`src/rtl/cdb_arbiter.sv`:
```
// Round-robin arbiter with one holding slot per FU in front of the common data bus.
// Latency: handshake in t, broadcast no earlier than t+2; an ungranted FU is held off via fu_ready_o.
module cdb_arbiter #(
    parameter int NUM_FU      = 5,
    parameter int CDB_WIDTH   = 2,
    parameter int PHY_REG_NUM = 8,
    localparam int TAG_W      = $clog2(PHY_REG_NUM),
    localparam int PTR_W      = (NUM_FU > 1) ? $clog2(NUM_FU) : 1
) (
    input  logic                       clk,
    input  logic                       reset,
    input  logic [NUM_FU-1:0]          fu_valid_i,
    input  logic [NUM_FU*TAG_W-1:0]    fu_tag_i,
    output logic [NUM_FU-1:0]          fu_ready_o,
    input  logic                       flush_i,
    output logic [CDB_WIDTH-1:0]       cdb_en_o,
    output logic [CDB_WIDTH*TAG_W-1:0] cdb_tag_o,
    output logic [NUM_FU-1:0]          pend_o
);

    logic [NUM_FU-1:0]          pend_valid;
    logic [TAG_W-1:0]           pend_tag [NUM_FU];
    logic [PTR_W-1:0]           rr_ptr;

    logic [NUM_FU-1:0]          granted;
    logic [CDB_WIDTH-1:0]       lane_en;
    logic [CDB_WIDTH*TAG_W-1:0] lane_tag;
    logic                       any_grant;
    logic [PTR_W-1:0]           next_ptr;
    logic [NUM_FU-1:0]          xfer;

    // Scan from rr_ptr with wrap; the n-th candidate found fills lane n.
    always_comb begin
        int cnt;
        int idx;
        int last_idx;
        granted   = '0;
        lane_en   = '0;
        lane_tag  = '0;
        any_grant = 1'b0;
        cnt       = 0;
        idx       = 0;
        last_idx  = 0;
        for (int j = 0; j < NUM_FU; j++) begin
            idx = int'(rr_ptr) + j;
            if (idx >= NUM_FU) begin
                idx = idx - NUM_FU;
            end
            if (pend_valid[idx] && (cnt < CDB_WIDTH)) begin
                granted[idx]                  = 1'b1;
                lane_en[cnt]                  = 1'b1;
                lane_tag[cnt*TAG_W +: TAG_W]  = pend_tag[idx];
                cnt                           = cnt + 1;
                last_idx                      = idx;
                any_grant                     = 1'b1;
            end
        end
        if (last_idx == NUM_FU - 1) begin
            next_ptr = '0;
        end else begin
            next_ptr = PTR_W'(last_idx + 1);
        end
    end

    // A granted slot frees this cycle, so its FU may hand over the next result immediately.
    assign fu_ready_o = flush_i ? '0 : (~pend_valid | granted);
    assign xfer       = fu_valid_i & fu_ready_o;
    assign pend_o     = pend_valid;

    always_ff @(posedge clk or posedge reset) begin
        if (reset) begin
            pend_valid <= '0;
            rr_ptr     <= '0;
            cdb_en_o   <= '0;
            cdb_tag_o  <= '0;
            for (int i = 0; i < NUM_FU; i++) begin
                pend_tag[i] <= '0;
            end
        end else if (flush_i) begin
            pend_valid <= '0;
            rr_ptr     <= '0;
            cdb_en_o   <= '0;
            cdb_tag_o  <= '0;
        end else begin
            cdb_en_o  <= lane_en;
            cdb_tag_o <= lane_tag;
            if (any_grant) begin
                rr_ptr <= next_ptr;
            end
            for (int i = 0; i < NUM_FU; i++) begin
                if (xfer[i]) begin
                    pend_valid[i] <= 1'b1;
                    pend_tag[i]   <= fu_tag_i[i*TAG_W +: TAG_W];
                end else if (granted[i]) begin
                    pend_valid[i] <= 1'b0;
                end
            end
        end
    end

endmodule

```
`config.mk`:
```
export PLATFORM = sky130hd
export DESIGN_NAME = cdb_arbiter
export DESIGN_NICKNAME = d
export VERILOG_FILES = /design/src/rtl/cdb_arbiter.sv
export SDC_FILE = /design/constraint.sdc
export NUM_CORES = 1
export LEC_CHECK = 0
export ABC_AREA = 1
export CELL_PAD_IN_SITES_DETAIL_PLACEMENT = 1
export CELL_PAD_IN_SITES_GLOBAL_PLACEMENT = 2
export CORE_ASPECT_RATIO = 0.5
export CORE_UTILIZATION = 28
export CTS_CLUSTER_DIAMETER = 200
export CTS_CLUSTER_SIZE = 10
export DETAILED_ROUTE_END_ITERATION = 8
export PLACE_DENSITY = 0.83
export SYNTH_ARGS = -nofsm -noshare
export SYNTH_HDL_FRONTEND = slang
export SYNTH_SLANG_ARGS = --single-unit
```
`constraint.sdc`:
```
create_clock -name clk -period 5.95 [get_ports clk]
set_input_delay 0.595 -clock clk [delete_from_list [all_inputs] [get_ports clk]]
set_output_delay 0.595 -clock clk [all_outputs]
set_load 0.005 [all_outputs]
```
-- Word level (Yosys, flattened, before mapping)
Index checks and enable logic that the tools add are counted.
Widths: inputs -> output; s select.
- register bits: 31
- input port bits: 23
- output and inout bits: 18
- logic and storage cells: 218
- $add $sub $neg: 17
- multipliers: 4
- order comparisons: 32
- equality and inequality tests: 1
- shift operators: 8
- multiplexer cells: 102
- bitwise gates (word level): 17
- reductions and logical operators: 24
- operators with widths (kind ; number):
    $mux 32 ; 13
    $ge 32x1->1 const B ; 9
    $lt 32x3->1 const B ; 8
    $ge 32x4->1 const B ; 5
    $lt 32x5->1 const B ; 5
    $not 32->32 ; 5
    $neg 32->33 ; 4
    $shift 3x33->6 const A ; 4
    $shiftx 3x33->6 ; 4
    $mul 32x3->32 const B ; 4
    $add 32x2->32 const B ; 3
    $bmux 3 s3 ; 5
    $mux 3 ; 14
    $mux 1 ; 35
    $mux 5 ; 7
    $eq 32x4->1 const B ; 1
    $mux 6 ; 5
    $or 5x5->5 ; 5
    $bwmux 6 ; 4
    $sub 4x3->5 const B ; 4
    $ge 4x3->1 const B ; 4
    $bmux 1 s3 ; 5
    $demux 1 s3 ; 5
    $reduce_bool 3->1 ; 5
    other kinds (16) ; 42

-- Longest topological paths before layout
- depth after elaboration: 23
- depth in mapped cells: 41
- depth with buffers taken out: 41

-- Worst setup path after synthesis
OpenSTA, ideal clock, no wires.
- path type: register -> register
- start point: register rr_ptr[1]
- end point: register cdb_tag_o[5]
- library setup time: 136 ps
- arrival time: 5473 ps
- required time: 5814 ps
- slack: 340 ps
- cell stages (with the launch flop): 36
- path buffers: 1
- period minus slack after synthesis: 5610 ps
- cell sequence: dfrtp_1 -> inv_1 -> ha_1 -> ha_1 -> inv_2 -> a21oi_1 -> nor2_2 -> nand3_1 -> nand3_1 -> buf_4 -> ha_1 -> inv_1 -> nand2_8 -> nand2_8 -> inv_1 -> ha_1 -> inv_1 -> nand2_1 -> nand2_4 -> inv_2 -> ha_1 -> inv_1 -> ha_1 -> xor2_1 -> nor2_1 -> nand2_1 -> xor2_1 -> inv_1 -> nor2_1 -> inv_1 -> a21oi_1 -> nand2_1 -> nor2_1 -> nand2_1 -> nand2_1 -> a21oi_1
- longest elaborated chain between the ends: 21
- elaborated cells between the ends (all ways): 90
- those cells by class: add/sub (16); mul (4); order compare (9); shift (8); mux (45); bitwise (4); reduce/logical (4)
- ends and longest elaborated chain (what ; line ; RTL):
    from (decl) ; 23 ; logic [PTR_W-1:0] rr_ptr;
    from (signal assigned) ; 88 ; rr_ptr <= next_ptr;
    $sub 3x3->4 or $ge 3x3->1 (tied branches) ; 47, 46 ;
    $mux 32 ; 46 ; if (idx >= NUM_FU) begin
    $bmux 1 s3 ; 49 ; if (pend_valid[idx] && (cnt < CDB_WIDTH)) begin
    $mux 1 (not written as such) (2 in series) ; 49 ;
    $mux 1 ; 49 ;
    $lt 32x3->1 ; 49 ;
    $logic_and 1x1->1 ; 49 ;
    $mux 32 ; 49 ;
    [4 not listed] ; - ;
    $logic_and 1x1->1 ; 49 ;
    $mux 32 ; 49 ;
    $mul 32x3->32 ; 52 ; lane_tag[cnt*TAG_W +: TAG_W] = pend_tag[idx];
    $neg 32->33 ; 52 ;
    $shiftx 3x33->6 or $shift 3x33->6 (tied branches) ; 52 ;
    $bwmux 6 ; 52 ;
    $mux 6 * ; 49 ;
    $mux 6 * ; 79 ; end else if (flush_i) begin
    to (signal assigned) ; 86 ; cdb_tag_o <= lane_tag;
    to (decl) ; 17 ; output logic [CDB_WIDTH*TAG_W-1:0] cdb_tag_o,
Mark *: on every way between the ends. The rest lies on a longest branch, timed or not. The select of a mux whose other input is x is not followed.
A chain may end at the register's enable or synchronous reset.

-- Worst setup path after layout
- start point: register rr_ptr[1]
- end point: output fu_ready_o[1]
- longest elaborated chain between the ends: 20
- elaborated cells between the ends (all ways): 85
- those cells by class: add/sub (12); order compare (19); mux (40); bitwise (5); reduce/logical (9)
- ends and longest elaborated chain (what ; line ; RTL):
    $sub 3x3->4 or $ge 3x3->1 (tied branches) ; 47, 46 ;
    $mux 32 ; 46 ;
    $bmux 1 s3 ; 49 ;
    $mux 1 (not written as such) (2 in series) ; 49 ;
    $mux 1 ; 49 ;
    $lt 32x3->1 ; 49 ;
    $logic_and 1x1->1 ; 49 ;
    $mux 32 ; 49 ;
    [3 not listed] ; - ;
    $lt 32x3->1 ; 49 ;
    $logic_and 1x1->1 ; 49 ;
    $mux 32 ; 49 ;
    $lt 32x3->1 ; 49 ;
    $logic_and 1x1->1 ; 49 ;
    $mux 5 * ; 49 ;
    $or 5x5->5 * ; 66 ; assign fu_ready_o = flush_i ? '0 : (~pend_valid | granted);
    $mux 5 * ; 66 ;
    to (decl) ; 14 ; output logic [NUM_FU-1:0] fu_ready_o,
Marks and branches as above.

==> impl_metrics.tcl <==
set metrics [dict create \
    drv_slew 0 \
    cts_buffers 5 \
    start_util_pct 29.1 \
    core_area_um2 16600 \
    grt_overflow 0 \
    grt_pass1_wl_um 33500 \
    final_hold_viol_count 0 \
    status "finished clean" \
    synth_seq_cells 31 \
    cp_max_fo 10 \
    dp_hpwl_um 17400 \
    synth_common_cells "nand2_1, inv_1, nor2_1" \
    clk_pin_slew_ns 0.06 \
    period_needed_ns 5.73 \
    seq_area_frac_synth_pct 16.1 \
    reg2reg_depth 36 \
    hp-class "reg2reg" \
    firstDrtPassIters 7 \
    finalNetCount 967 \
    drive_gt1_share_pct 15.6 \
    wl_met1_um 10200 \
    worstSetupStartpointType "flop" \
    fin_skew_ns 0.00478 \
    drtIter0Drc 418 \
    clock_sinks 31 \
    min_to "pend_tag[12]" \
    regArea_um2 777 \
    wire_per_inst_um 19.0 \
    critical_path_class "reg2out" \
    utilization_pct 37.1 \
    synth_cells 826 \
    ys.flop_type "dfrtp_1" \
    antenna_found_initial 0 \
    routed_via_density 5.39 \
    num_rows 33 \
    synth.top_cell.area_share_pct 19.3 \
    grtUsageTotal_pct 24.5 \
    cts_buffer_depth 2 \
    max_slew.worst_pin.slew_ns 0.676 \
    topRoutingLayerUsed "met4" \
    setup-violations-final 0 \
    synth-edff-count 0 \
    vias 6156 \
    io_buffers 40 \
    ys_types 49 \
    cp.arrival_ns 5.14 \
    fmax_mhz 174 \
    syn_area_per_cell_um2 5.84 \
    die-height_um 94.8 \
    yosys-top-cells-area "nand2_1, dfrtp_1, nand3_1" \
    grt_max_degree 32 \
    cap_viol_max_count 0 \
    max_stage_delay_ns 0.49 \
    gp_congestion 0.988 \
    wl_met2_um 9650 \
    cts_tree "built" \
    dieArea_um2 17800 \
    n_antenna_cell 0 \
    critical_path_buf_inv_count 9 \
    finalWirelength_um 21700 \
    ioPinCount 41 \
    whs_path_depth 2 \
    multiInputGateArea_um2 3730 \
    worstPathRequired_ns 5.36 \
    slew_headroom_pct 54.9 \
    wl_met3_um 1170 \
    clk-insertion-delay-late_ns 0.28 \
    critPathSlowestCell "clkdlybuf4s50_1" \
    cts_root_buf "clkbuf_16" \
    rr_startpoint "rr_ptr[1]" \
    die_w_um 188 \
    yosysTopAreaCell "nand2_1" \
    h-tree-depth 2 \
    drc_errors 0 \
    fillers 2246 \
    ant_nets 0 \
    yosysWarnings 0 \
    syn2layout_area_growth_pct 27.6 \
    worst_setup_path_end_kind "output port" \
    timing.final.crit_share_pct 96.3 \
    hp-start "pend_tag[12]" \
    rr_endpoint "cdb_tag_o[1]" \
    grt_pass1_vias 6061 \
    r2r_slack_ns 0.50 \
    cpLargestDelayFamily "simple AND/OR/NAND/NOR gates" \
    syn_area_um2 4820 \
    synth.most_common_cell "nand2_1" \
    ys_async_sr_fraction_pct 100 \
]
-- metal layers --
metal / vias up / global-route usage [%]
li1: 2913 / -
met2: 181 / 40.3
met3: 50 / 3.38
met1: 3012 / 32.8
met5: - / 0
met4: 0 / 8.81
-- cells in the final DEF, fill, tap and decap left out, types with 16 or more instances in the layout --
master / count
nand3_1: 75
clkdlybuf4s50_1: 40
ha_1: 25
nand2_1: 243
nor2_1: 78
o21ai_0: 54
a21oi_1: 41
buf_4: 53
o211ai_1: 16
nand4_1: 27
nand2_2: 16
dfrtp_1: 30
inv_1: 81
-- worst register-to-register path, delay by kind of cell, from the launching register on --
family                   cells  cell delay, ns
AND/OR/NAND/NOR             18            1.74
AO/OA/AOI/OAI                1            0.15
XOR/XNOR                     1            0.54
flip-flops                   1            0.39
adder cells (fa/ha/maj)      5            1.15
buffers and inverters       11            1.38
-- repair_timing --
action                     in CTS  in global routing
hold buffers                    0                  0
resized for setup              12                 27
pin swaps                       2                  7
buffers inserted                3                 17
setup endpoints to repair       6                 11
-- stage by stage --
step / setup TNS (ns) / setup slack [ns] / hold WS, ns / cells / area [um2]
2_1_floorplan: 0 / 0.340 / 0.464 / 830 / 4840
3_3_place_gp: 0 / 0.0479 / 0.504 / 1114 / 5670
3_5_place_dp: -0.0906 / -0.0906 / 0.503 / 1114 / 5670
4_1_cts: 0 / 0.0142 / 0.517 / 1125 / 5900
5_1_grt: -0.173 / -0.0664 / 0.540 / 1142 / 6160
6_report: 0 / 0.218 / 0.525 / 1142 / 6160
-- logic make-up (layout without fill, tap and decap cells) --
kind of cell,after synthesis,in the layout,synth area share (%)
simple gates,489,489,46.6
compound gates,151,151,17.9
buf+inv,116,201,10.1
flops,31,31,16.1
fa+ha+maj,30,30,7.94
xor+xnor,7,7,1.27
other cells,2,6,0.156
-- worst max-delay path by stage --
stage | end | from | slack (ns) | cells past startpoint
after global routing | fu_ready_o[1] | rr_ptr[0] | -0.07 | 30
final | fu_ready_o[1] | rr_ptr[1] | 0.22 | 31
after global placement | fu_ready_o[1] | rr_ptr[2] | 0.05 | 31
after detailed placement | fu_ready_o[1] | rr_ptr[2] | -0.09 | 31
after CTS | fu_ready_o[1] | rr_ptr[1] | 0.01 | 31
after floorplan | cdb_tag_o[5] | rr_ptr[1] | 0.34 | 35
-- area by class of cell --
type / count / share of cell area, %
Multi-Input combinational cell: 683 / 60.5
Timing Repair Buffer: 95 / 13.3
Sequential cell: 31 / 12.6
Inverter: 98 / 6.06
Tap cell: 227 / 4.61
Clock buffer: 6 / 2.26
Clock inverter: 2 / 0.569
-- registers in the layout (all words and copies together), names as in the netlist --
name       cells
rr_ptr         3
cdb_en_o       2
pend_o         5
pend_tag      15
cdb_tag_o      6
Power is left out: the tool's default activity adds up to more than one toggle a clock period on the data nets, which glitch-free logic cannot reach.
